## src/rtl/rca_seq_ctrl.sv

```systemverilog
// Multi-cycle adder: one WORD_W-bit ripple-carry slice is reused over NWORDS cycles, LSW first.
// Optional subtract mode is enabled with the RCA_SEQ_SUB_EN macro (adds port op_sub).
module rca_seq_ctrl #(
    parameter  int WORD_W  = 8,
    parameter  int NWORDS  = 4,
    localparam int TOTAL_W = WORD_W * NWORDS
) (
    input  logic               clk,
    input  logic               rst,
    input  logic               in_valid,
    output logic               in_ready,
    input  logic [TOTAL_W-1:0] a,
    input  logic [TOTAL_W-1:0] b,
    input  logic               cin,
`ifdef RCA_SEQ_SUB_EN
    input  logic               op_sub,
`endif
    output logic               out_valid,
    input  logic               out_ready,
    output logic [TOTAL_W-1:0] sum,
    output logic               carry,
    output logic               busy
);

    localparam int IW = (NWORDS > 1) ? $clog2(NWORDS) : 1;

    typedef enum logic [1:0] {IDLE, RUN, DONE} state_t;

    state_t                          state, state_nx;
    logic [NWORDS-1:0][WORD_W-1:0]   opa, opb, sum_r;
    logic                            c_int, carry_r;
    logic [IW-1:0]                   idx;
    logic [WORD_W:0]                 slice;
    logic                            last;
    logic [TOTAL_W-1:0]              b_cap;
    logic                            c_cap;

    // B is stored pre-inverted with carry-in forced to 1 so the slice only ever adds.
`ifdef RCA_SEQ_SUB_EN
    assign b_cap = op_sub ? ~b : b;
    assign c_cap = op_sub ? 1'b1 : cin;
`else
    assign b_cap = b;
    assign c_cap = cin;
`endif

    assign slice = {1'b0, opa[idx]} + {1'b0, opb[idx]} + {{WORD_W{1'b0}}, c_int};
    assign last  = (idx == IW'(NWORDS - 1));

    always_comb begin
        state_nx  = state;
        in_ready  = 1'b0;
        out_valid = 1'b0;
        busy      = 1'b0;
        case (state)
            IDLE: begin
                in_ready = 1'b1;
                if (in_valid) state_nx = RUN;
            end
            RUN: begin
                busy = 1'b1;
                if (last) state_nx = DONE;
            end
            DONE: begin
                busy      = 1'b1;
                out_valid = 1'b1;
                if (out_ready) state_nx = IDLE;
            end
            default: state_nx = IDLE;
        endcase
    end

    always_ff @(posedge clk) begin
        if (rst) begin
            state   <= IDLE;
            opa     <= '0;
            opb     <= '0;
            sum_r   <= '0;
            c_int   <= 1'b0;
            carry_r <= 1'b0;
            idx     <= '0;
        end else begin
            state <= state_nx;
            case (state)
                IDLE: begin
                    if (in_valid) begin
                        opa   <= a;
                        opb   <= b_cap;
                        c_int <= c_cap;
                        idx   <= '0;
                        sum_r <= '0;
                    end
                end
                RUN: begin
                    sum_r[idx] <= slice[WORD_W-1:0];
                    c_int      <= slice[WORD_W];
                    if (last) carry_r <= slice[WORD_W];
                    else      idx     <= idx + IW'(1);
                end
                default: ;
            endcase
        end
    end

    assign sum   = sum_r;
    assign carry = carry_r;

endmodule

```

## config.mk

```make
export PLATFORM = sky130hd
export DESIGN_NAME = rca_seq_ctrl
export DESIGN_NICKNAME = d
export VERILOG_FILES = /design/src/rtl/rca_seq_ctrl.sv
export SDC_FILE = /design/constraint.sdc
export NUM_CORES = 1
export LEC_CHECK = 0
export ABC_CLOCK_PERIOD_IN_PS = 5480
export BUFFER_PORTS_ARGS = -buffer_cell sky130_fd_sc_hd__buf_2
export CELL_PAD_IN_SITES_DETAIL_PLACEMENT = 0
export CELL_PAD_IN_SITES_GLOBAL_PLACEMENT = 1
export CORE_AREA = 4 4 120 99
export DETAILED_ROUTE_END_ITERATION = 10
export DIE_AREA = 0 0 124 103
export PLACE_DENSITY_LB_ADDON = 0.1
export SLEW_MARGIN = 30
export SYNTH_ARGS = -nofsm -noshare
export SYNTH_HDL_FRONTEND = slang
export SYNTH_SLANG_ARGS = --single-unit
```

## constraint.sdc

```tcl
create_clock -name clk -period 5.48 [get_ports clk]
set_input_delay 0.822 -clock clk [delete_from_list [all_inputs] [get_ports clk]]
set_output_delay 0.822 -clock clk [all_outputs]
set_load 0.02 [all_outputs]
```

==> out/metrics.yaml, run 1 <==
power:
  power_leakage_uw: 0.002250
  power_density_nw_per_um2: 341.4
  vdd_drop_max_uv: 163.9
place:
  portBuffers: 104
  hpwl_mm: 8.240
  dp.cells: 711
  preCtsSetupSlack_ns: 2.109
  globalplace.congestion: 0.7744
yosys:
  synthTopCellsByCount: "nand2_1, dfxtp_1, a21oi_1"
  synthAdderAreaFrac_pct: 4.810
  synth_top_family_by_area: "compound AO/OA/AOI/OAI gates"
  yosysTopAreaCellShare_pct: 45.64
  syn-num-nets: 576
  synth_area_leaders: "dfxtp_1, nand2_1, a21oi_1, mux4_2, ha_1"
  yosysWarnings: 0
  synthSimpleGateAreaFrac_pct: 17.31
  ys_types: 45
  synthMuxAreaShare_pct: 8.501
  ys_async_sr_fraction_pct: 0
  synth_seq_cells: 102
  synth_area_per_cell_um2: 9.113
  synthXorXnorAreaFrac_pct: 0.9787
  synth_seq_area_share_pct: 45.64
  synth_compound_area_share_pct: 18.79
  synth_top_cell_by_area: "dfxtp_1"
  syn_area_um2: 4474
  synth-main-ff-cell: "dfxtp_1"
  yosysMostFrequentCell: "nand2_1"
  syn_inst: 491
  synth_edf_count: 0
global_route:
  grt_max_degree: 66
  grtUsageTotal_pct: 18.02
  antenna_found_initial: 0
  grt_pass1_vias: 3482
  grt_first_pass_wirelength_mm: 17.90
  overflow: 0
floorplanning:
  start_util_pct: 41.90
  core_area_um2: 10680
  die_w_um: 124
  die-area_um2: 12770
  std_cell_rows: 34
  fp.dieH_um: 103
  ioPinCount: 105
detailed_routing:
  vias: 3705
  drtPass1Iterations: 4
  drt_iter0_drc: 245
  ant_nets: 0
  route.detailed.drc: 0
  via_per_inst: 5.096
  wl_mm: 11.24
  routedWlPerCell_um: 15.46
cts:
  clockBufferDepth: 2
  clk_latency_ns: 0.34
  htreeDepth: 3
  cts-root-buf: "clkbuf_16"
  post_cts_buffers: 0
  hold_buffers: 0
  cts.sinks: 102
  cts.clk_slew.worst_paths_ns: 0.06
  numCtsBuffers: 9
  cts_tree: "done"
  cts_resized: 0
layout:
  final_cells: 727
  fill_cells: 1041
  drive_gt1_share_pct: 27.44
  n_antenna_cell: 0
  layout.nets: 663
  syn_to_final_growth_pct: 20.33
timing:
  hold_violations: 0
  fin_ws_ns: 2.183
  finalSetupViolCount: 0
  period_share_pct: 60.16
  finalClockSkew_ns: 0.005578
  period_needed_ns: 3.297
  tns_ns: 0
  rsz0062_at_grt: "no"
  slew_violations: 0
  fmaxAchievable_mhz: 303.3
  holdWs_ns: 0.4511
  worst_slew_pin_slew_ns: 0.7112
  slew_headroom_pct: 52.52
setup_path:
  crit_path_max_fanout: 11
  cp.required_ns: 5.71
  end_kind: "flip-flop"
  crit_top_cell: "fa_1"
  worstSetupPathType: "flip-flop to flip-flop"
  start_kind: "flip-flop"
  arrival_ns: 3.53
  crit_path_cell_trace: "mux4_2 > fa_1 > fa_1 > a21oi_1 > o21ai_1 > a21oi_2 > xnor2_1 > a22o_1"
  slowest_delay_ns: 0.78
  crit_slowest_cell: "dfxtp_1"
flow_run:
  drv_cap: 0
outcome:
  status: "completed"
hold_path:
  hold_path.class: "flip-flop to flip-flop"
## routing by layer
metal | global-route usage, % | part of all wire, %
met1 | 26.81 | 49
met2 | 26.34 | 45
met3 | 4.443 | 5.9
met4 | 4.293 | 0.65
met5 | 0 | 0
## registers in the layout, summed over array words and instances (netlist names)
signal  count
opa        32
opb        32
sum        32
idx         2
state       2
c_int       1
carry       1
## through the flow
step | utilization, % | power, uW | cell area (um2)
2_1_floorplan | - | 1081 | 4474
3_3_place_gp | 47.40 | 1178 | 5061
3_5_place_dp | 47.42 | 1184 | 5064
4_1_cts | 50.40 | 1861 | 5381
5_1_grt | 50.42 | 1927 | 5384
6_report | 50.42 | 1838 | 5384
## worst paths after layout
kind	start	endpoint	slack, ns	cells past startpoint
setup reg to reg	idx[0]$_SDFFE_PP0P_	sum[14]$_SDFFE_PP0P_	2.18	8
hold / removal	opa[28]$_SDFFE_PP0P_	opa[28]$_SDFFE_PP0P_	0.45	2
setup / recovery	idx[0]$_SDFFE_PP0P_	sum[14]$_SDFFE_PP0P_	2.18	8
hold reg to reg	opa[28]$_SDFFE_PP0P_	opa[28]$_SDFFE_PP0P_	0.45	2
## final cells by class
class / instances / area, um2 / area share [%]
Multi-Input combinational cell: 348 / 2260 / 41.97
Clock buffer: 13 / 250.2 / 4.648
Tap cell: 144 / 180.2 / 3.347
Inverter: 10 / 37.54 / 0.6972
Sequential cell: 102 / 2043 / 37.95
Timing Repair Buffer: 107 / 545.5 / 10.13
Clock inverter: 3 / 67.56 / 1.255
## cell usage in the layout, fill, tap and decap left out, types with 12 or more instances in the layout
cell and count:
nand2_1 135, buf_2 103, dfxtp_1 101, a21oi_1 72, nor2_1 26, mux4_2 16, a22o_1 16, ha_1 14
a32oi_1 12
## cells by family (layout without fill, tap and decap cells)
kind of cell | Yosys count | after routing
compound gates | 127 | 127
xor+xnor | 5 | 5
fa+ha+maj | 16 | 16
buf+inv | 41 | 133
flops | 102 | 102
mux | 18 | 18
simple gates | 182 | 182
## power by group
part           switching (uW)  leakage (uW)  total (uW)  internal [uW]
clock network             260      0.000150         673            413
logic                     213       0.00127         346            133
registers                31.8      0.000833         819            787
total                     505       0.00225        1840           1330
## worst max-delay path, delay by kind of cell (launching register included)
family / cells / cell delay, ns
AOI/OAI and AO/OA: 4 / 0.75
xor gates and xnor gates: 1 / 0.14
adders and majority gates: 2 / 0.90
DFF: 1 / 0.78
muxes: 1 / 0.62
Power figures use the tool's default switching activity.
==> run 2: changes to the inputs <==
--- a/config.mk
+++ b/config.mk
@@ -5,13 +5,13 @@
 export SDC_FILE = /design/constraint.sdc
 export NUM_CORES = 1
 export LEC_CHECK = 0
-export ABC_CLOCK_PERIOD_IN_PS = 5480
+export ABC_CLOCK_PERIOD_IN_PS = 2700
 export BUFFER_PORTS_ARGS = -buffer_cell sky130_fd_sc_hd__buf_2
 export CELL_PAD_IN_SITES_DETAIL_PLACEMENT = 0
 export CELL_PAD_IN_SITES_GLOBAL_PLACEMENT = 1
-export CORE_AREA = 4 4 120 99
+export CORE_AREA = 4 4 130 107
 export DETAILED_ROUTE_END_ITERATION = 10
-export DIE_AREA = 0 0 124 103
+export DIE_AREA = 0 0 134 111
 export PLACE_DENSITY_LB_ADDON = 0.1
 export SLEW_MARGIN = 30
 export SYNTH_ARGS = -nofsm -noshare
==> constraint.sdc (replaced) <==
create_clock -name clk -period 2.7 [get_ports clk]
set_input_delay 0.405 -clock clk [delete_from_list [all_inputs] [get_ports clk]]
set_output_delay 0.405 -clock clk [all_outputs]
set_load 0.02 [all_outputs]
==> run 2 against run 1 <==
  * Via count is 3.0% higher
  * Utilization shrank 6.8 points
  * Sequential power is 100% higher
  * Count of clock-buffer cells in the layout is 1 higher
  * Global-route usage shrank 1.5 points
  * Combinational power is 120% higher
  * Cell count grew 5.5%
  * First-iteration DRC count fell by 1.2%
  * Critical path type unchanged
  * Largest power group unchanged
==> out/metrics.yaml, run 2 (same netlist as run 1, synthesis figures left out) <==
outcome:
  status: "completed"
global_route:
  overflow: 0  # unchanged
  grtUsageTotal_pct: 16.52  # -1.5 points
  grt_first_pass_wirelength_mm: 19.67  # +9.9%
  grt_pass1_vias: 3680  # +5.7%
  use_met3_pct: 3.902  # -0.54 points
  top_usage_layer: "met1"
  grt.met1_usage_pct: 25.84  # -0.97 points
  grt_max_degree: 46  # -30%
  antenna_found_initial: 0  # unchanged
  grt_use_met2_pct: 22.62  # -3.7 points
setup_path:
  end_kind: "flip-flop"
  arrival_ns: 2.84  # -0.69 ns
  reg2reg_slack_ns: 0.1  # -2.08 ns
  crit_path_max_fanout: 4  # -7
  r2r-start: "idx[0]$_SDFFE_PP0P_"
  r2r_cells: 8  # unchanged
  timing.critical_path.to: "sum[30]$_SDFFE_PP0P_"
  rr_endpoint: "sum[30]$_SDFFE_PP0P_"
  cp.required_ns: 2.94  # -2.77 ns
  critPathLaunch: "idx[0]$_SDFFE_PP0P_"
  worstSetupPathType: "flip-flop to flip-flop"
  start_kind: "flip-flop"
layout:
  layout.nets: 672  # +1.4%
  n_antenna_cell: 0  # unchanged
  post-route-util_pct: 43.64  # -6.8 points
  layout_common_cells: "nand2_1, buf_2, dfxtp_1"
  fill_cells: 1278  # +23%
  final_common_cell: "nand2_1"
  seqCellArea_um2: 2046  # +0.12%
  syn_to_final_growth_pct: 23.27
  multiInputGateArea_um2: 2293  # +1.5%
  drive_gt1_share_pct: 29.90  # +2.5 points
power:
  power_leakage_uw: 0.002301  # +2.3%
  power_density_nw_per_um2: 665.9  # +95%
  p_total_uw: 3673  # +100%
  vdd_drop_max_uv: 349.8  # +110%
cts:
  cts.sinks: 102  # unchanged
  cts.clk_slew.worst_paths_ns: 0.07  # about the same
  numCtsBuffers: 9  # unchanged
  hold_buffers: 0  # unchanged
  cts-root-buf: "clkbuf_16"
  htreeDepth: 3  # unchanged
  clk_latency_ns: 0.34  # about the same
  cts_tree: "done"
  clockBufferDepth: 2  # unchanged
timing:
  slew_violations: 0  # unchanged
  holdWs_ns: 0.2963  # -0.1547 ns
  slew_headroom_pct: 45.74  # -6.8 points
  fin_ws_ns: 0.09980  # -2.083 ns
  rsz0062_at_grt: "yes"
  hold_violations: 0  # unchanged
  finalClockSkew_ns: 0.004459  # -0.001119 ns
  worst_slew_pin_slew_ns: 0.8139  # +0.1026 ns
  tns_ns: 0  # unchanged
  fmaxAchievable_mhz: 384.6  # +27%
  period_share_pct: 96.30  # +36 points
  period_needed_ns: 2.600  # -0.6966 ns
  finalSetupViolCount: 0  # unchanged
place:
  preCtsSetupSlack_ns: -0.04826  # -2.157 ns
  globalplace.congestion: 0.8256  # +6.6%
  hpwl_mm: 9.115  # +11%
  portBuffers: 104  # unchanged
floorplanning:
  die-area_um2: 14870  # +16%
  fp.dieH_um: 111  # +7.8%
  ioPinCount: 105  # unchanged
  die_w_um: 134  # +8.1%
  std_cell_rows: 37  # +8.8%
  start_util_pct: 35.40  # -6.5 points
  core_area_um2: 12640  # +18%
hold_path:
  hold_depth: 3  # +1
  hold_path.class: "input pin to flip-flop"
detailed_routing:
  ant_nets: 0  # unchanged
  vias: 3818  # +3.0%
  via_per_inst: 4.978  # -2.3%
  routedWlPerCell_um: 15.86  # +2.6%
  drt_iter0_drc: 242  # -1.2%
  wl_mm: 12.17  # +8.2%
  drtPass1Iterations: 4  # unchanged
  route.detailed.drc: 0  # unchanged
flow_run:
  drv_cap: 0  # unchanged
## run 2: changes by cell type in the layout (fill, tap and decap cells not counted), moves of 2 or more
cell       delta
fa_1          -2
clkbuf_8      +2
fa_2          +2
xnor2_1       -2
buf_6         +2
a21oi_2       +2
buf_4         +5
bufinv_16     -2
xnor2_2       +2
a21oi_1       -2
## run 2: critical path, stage by stage, from the launching register on
cell     delay (ns)
dfxtp_4        0.38
mux4_2         0.52
fa_2           0.40
fa_2           0.37
a21oi_2        0.17
o21ai_1        0.10
a21oi_2        0.21
xnor2_2        0.13
a22o_1         0.22
## run 2: worst min-delay path by stage
stage	start	to	slack [ns]
after floorplan	opa[16]$_SDFFE_PP0P_	opa[16]$_SDFFE_PP0P_	0.43
after global placement	opb[2]$_SDFFE_PP0P_	opb[2]$_SDFFE_PP0P_	0.44
after detailed placement	opb[9]$_SDFFE_PP0P_	opb[9]$_SDFFE_PP0P_	0.45
after CTS	b[14]	opb[14]$_SDFFE_PP0P_	0.28
after global routing	b[14]	opb[14]$_SDFFE_PP0P_	0.29
final	b[14]	opb[14]$_SDFFE_PP0P_	0.30
## run 2: cell type report
| type | instances | area share, % |
|---|---|---|
| clock inverter | 2 | 0.2722 |
| clock buffer | 14 | 4.968 |
| tap | 175 | 3.970 |
| timing repair buffer | 116 | 11.43 |
| multi-input combinational | 348 | 41.58 |
| inverter | 10 | 0.6806 |
| sequential | 102 | 37.09 |
## run 2: report_power, final
| part | internal, uW | switching [uW] |
|---|---|---|
| registers | 1600 | 62.2 |
| clock network | 702 | 548 |
| logic | 303 | 459 |
| total | 2600 | 1070 |
## run 2: per-layer routing
layer,up-vias,routed length (um)
li1,1896,-
met1,1798,6238
met2,116,5008
met3,8,819
met4,0,100
met5,-,0
## run 2: what timing repair did
| action | CTS | global route |
|---|---|---|
| setup endpoints to repair | 10 | 14 |
| setup buffers | 0 | 1 |
| pin swaps | 0 | 3 |
| resized for setup | 3 | 6 |
## run 2: stage by stage
step	area (um2)	cells
2_1_floorplan	4487	491
3_3_place_gp	5181	750
3_5_place_dp	5181	750
4_1_cts	5483	766
5_1_grt	5515	767
6_report	5515	767
==> run 3: changes to the inputs <==
--- a/config.mk
+++ b/config.mk
@@ -5,13 +5,15 @@
 export SDC_FILE = /design/constraint.sdc
 export NUM_CORES = 1
 export LEC_CHECK = 0
-export ABC_CLOCK_PERIOD_IN_PS = 2700
+export ABC_CLOCK_PERIOD_IN_PS = 3200
 export BUFFER_PORTS_ARGS = -buffer_cell sky130_fd_sc_hd__buf_2
 export CELL_PAD_IN_SITES_DETAIL_PLACEMENT = 0
 export CELL_PAD_IN_SITES_GLOBAL_PLACEMENT = 1
-export CORE_AREA = 4 4 130 107
+export CORE_AREA = 4 4 120 99
+export CTS_CLUSTER_DIAMETER = 50
 export DETAILED_ROUTE_END_ITERATION = 10
-export DIE_AREA = 0 0 134 111
+export DIE_AREA = 0 0 124 103
+export GPL_ROUTABILITY_DRIVEN = 0
 export PLACE_DENSITY_LB_ADDON = 0.1
 export SLEW_MARGIN = 30
 export SYNTH_ARGS = -nofsm -noshare
==> constraint.sdc (replaced) <==
create_clock -name clk -period 3.2 [get_ports clk]
set_input_delay 0.48 -clock clk [delete_from_list [all_inputs] [get_ports clk]]
set_output_delay 0.48 -clock clk [all_outputs]
set_load 0.02 [all_outputs]
==> run 3 against run 2 <==
  * Utilization is 7.3 points higher
  * Via count is 1.4% lower
  * Global-route usage is 2.4 points higher
  * Sequential cell count stayed put
  * Clock skew is 0.0029 ns higher
  * Cell count is 4.7% lower
  * Clock power is 6% lower
  * Power is 13% lower
  * Setup slack better by 0.25 ns
  * Die area is 14% lower
  * Largest power group unchanged
  * Non-clock buffer count is 4 lower
  * Sequential share of layout area is 0.48 points higher
  * Critical endpoint unchanged
==> out/metrics.yaml, run 3 (same netlist as run 1, synthesis figures left out) <==
outcome:
  status: "completed"
setup_path:
  crit_family: "adder cells"
  arrival_ns: 3.09  # +0.25 ns
  rr_endpoint: "sum[30]$_SDFFE_PP0P_"
  crit_slowest_cell: "mux4_2"
  cp.required_ns: 3.44  # +0.50 ns
  reg2reg_slack_ns: 0.35  # +0.25 ns
  crit_path_max_fanout: 4  # unchanged
  start_kind: "flip-flop"
  end_kind: "flip-flop"
  r2r_cells: 8  # unchanged
  crit_top_cell: "fa_1"
  slowest_delay_ns: 0.54  # +0.02 ns
  r2r-start: "idx[0]$_SDFFE_PP0P_"
  crit_path_cell_trace: "mux4_2 > fa_1 > fa_1 > a21oi_1 > o21ai_1 > a21oi_2 > xnor2_1 > a22o_1"
  worstSetupPathType: "flip-flop to flip-flop"
  path_buf_inv: 0  # unchanged
detailed_routing:
  routedWlPerCell_um: 15.69  # -1.1%
  drtPass1Iterations: 5  # +1
  drt_iter0_drc: 316  # +31%
  route.detailed.drc: 0  # unchanged
  ant_nets: 0  # unchanged
  wl_mm: 11.47  # -5.8%
  vias: 3763  # -1.4%
  via_per_inst: 5.148  # +3.4%
layout:
  layout_common_cells: "nand2_1, buf_2, dfxtp_1"
  seqCellArea_um2: 2042  # -0.18%
  multiInputGateArea_um2: 2258  # -1.5%
  final_cells: 731  # -4.7%
  final_cell_area_um2: 5435  # -1.5%
  drive_gt1_share_pct: 28.11  # -1.8 points
  fill_cells: 1060  # -17%
  syn_to_final_growth_pct: 21.48
  n_antenna_cell: 0  # unchanged
  layout.nets: 668  # -0.60%
  final_common_cell: "nand2_1"
cts:
  numCtsBuffers: 9  # unchanged
  clk_latency_ns: 0.34  # about the same
  hold_buffers: 0  # unchanged
  cts.clk_slew.worst_paths_ns: 0.07  # about the same
  clockBufferDepth: 2  # unchanged
  cts_tree: "done"
  htreeDepth: 3  # unchanged
  cts-root-buf: "clkbuf_16"
  post_cts_buffers: 0  # unchanged
  cts.sinks: 102  # unchanged
  cts_resized: 0  # -3
place:
  portBuffers: 104  # unchanged
  post_dp_cell_area_um2: 5111  # -1.4%
  dp.cells: 716  # -4.5%
  hpwl_mm: 8.419  # -7.6%
floorplanning:
  die-area_um2: 12770  # -14%
  ioPinCount: 105  # unchanged
  start_util_pct: 41.90  # +6.5 points
  fp.dieH_um: 103  # -7.2%
  die_w_um: 124  # -7.5%
  core_area_um2: 10680  # -16%
  std_cell_rows: 34  # -8.1%
hold_path:
  hold_path.class: "input pin to flip-flop"
  hold_depth: 3  # unchanged
  min-delay-start: "b[26]"
  hold_end: "opb[26]$_SDFFE_PP0P_"
timing:
  slew_headroom_pct: 37.58  # -8.2 points
  fmaxAchievable_mhz: 350.7  # -8.8%
  period_needed_ns: 2.852  # +0.2514 ns
  rsz0062_at_grt: "no"
  holdWs_ns: 0.3716  # +0.07524 ns
  hold_violations: 0  # unchanged
  period_share_pct: 89.11  # -7.2 points
  tns_ns: 0  # unchanged
  finalClockSkew_ns: 0.007391  # +0.002932 ns
  worst_slew_pin_slew_ns: 0.9363  # +0.1225 ns
  slew_violations: 0  # unchanged
  finalSetupViolCount: 0  # unchanged
flow_run:
  drv_cap: 0  # unchanged
global_route:
  grt_first_pass_wirelength_mm: 18.65  # -5.2%
  grt_pass1_vias: 3703  # +0.63%
  antenna_found_initial: 0  # unchanged
  overflow: 0  # unchanged
  grtUsageTotal_pct: 18.87  # +2.4 points
  grt_max_degree: 65  # +41%
power:
  p_total_uw: 3185  # -13%
  vdd_drop_max_uv: 328.5  # -6.1%
  power_density_nw_per_um2: 586.0  # -12%
  power_leakage_uw: 0.002282  # -0.80%
## run 3: cell types whose count changed in the layout (fill, tap and decap cells not counted), moves of 2 or more
cell | before | now
fa_1 | 0 | 2
fa_2 | 2 | 0
buf_6 | 2 | 0
xnor2_2 | 2 | 0
buf_4 | 9 | 7
a21oi_1 | 70 | 72
bufinv_16 | 0 | 2
xnor2_1 | 1 | 3
a21oi_2 | 4 | 2
## run 3: worst max-delay path by stage
| stage | cells past startpoint | endpoint | slack (ns) | start |
|---|---|---|---|---|
| global route | 8 | sum[14]$_SDFFE_PP0P_ | 0.10 | idx[0]$_SDFFE_PP0P_ |
| CTS | 8 | sum[22]$_SDFFE_PP0P_ | 0.32 | idx[0]$_SDFFE_PP0P_ |
| floorplan | 9 | sum[14]$_SDFFE_PP0P_ | 0.38 | idx[0]$_SDFFE_PP0P_ |
| finish | 8 | sum[30]$_SDFFE_PP0P_ | 0.35 | idx[0]$_SDFFE_PP0P_ |
| detailed placement | 8 | sum[14]$_SDFFE_PP0P_ | 0.33 | idx[0]$_SDFFE_PP0P_ |
| global placement | 8 | sum[22]$_SDFFE_PP0P_ | 0.39 | idx[0]$_SDFFE_PP0P_ |
## run 3: metal layers
layer  global-route usage, %  wire length, um  share of wire [%]  vias up
li1                        -                -                  -     1880
met1                   27.20             5649                 49     1782
met2                   28.46             5116                 45       92
met3                   4.388              591                5.2        9
met4                   5.303              110               0.96        0
met5                       0                0                  0        -
## run 3: area by class of cell
cell class | instances | area share [%]
clock buffer | 12 | 4.719
tap | 144 | 3.315
timing repair buffer | 112 | 10.91
clock inverter | 3 | 1.243
inverter | 10 | 0.6906
multi-input combinational | 348 | 41.55
sequential | 102 | 37.57
## run 3: report_power, final
| part | switching (uW) | internal (uW) | total, uW |
|---|---|---|---|
| sequential | 44.1 | 1350 | 1390 |
| combinational | 380 | 235 | 616 |
| clock | 453 | 724 | 1180 |
| total | 878 | 2310 | 3180 |
## run 3: metrics by stage
step                utilization [%]  setup slack, ns
floorplan                         -           0.3820
global placement              47.87           0.3854
detailed placement            47.87           0.3296
CTS                           50.90           0.3170
global route                  50.90           0.1000
finish                        50.90           0.3484
## run 3: worst min-delay path, cell delays in order
cell     delay, ns
buf_2         0.09
nand2_1       0.04
a21oi_1       0.05
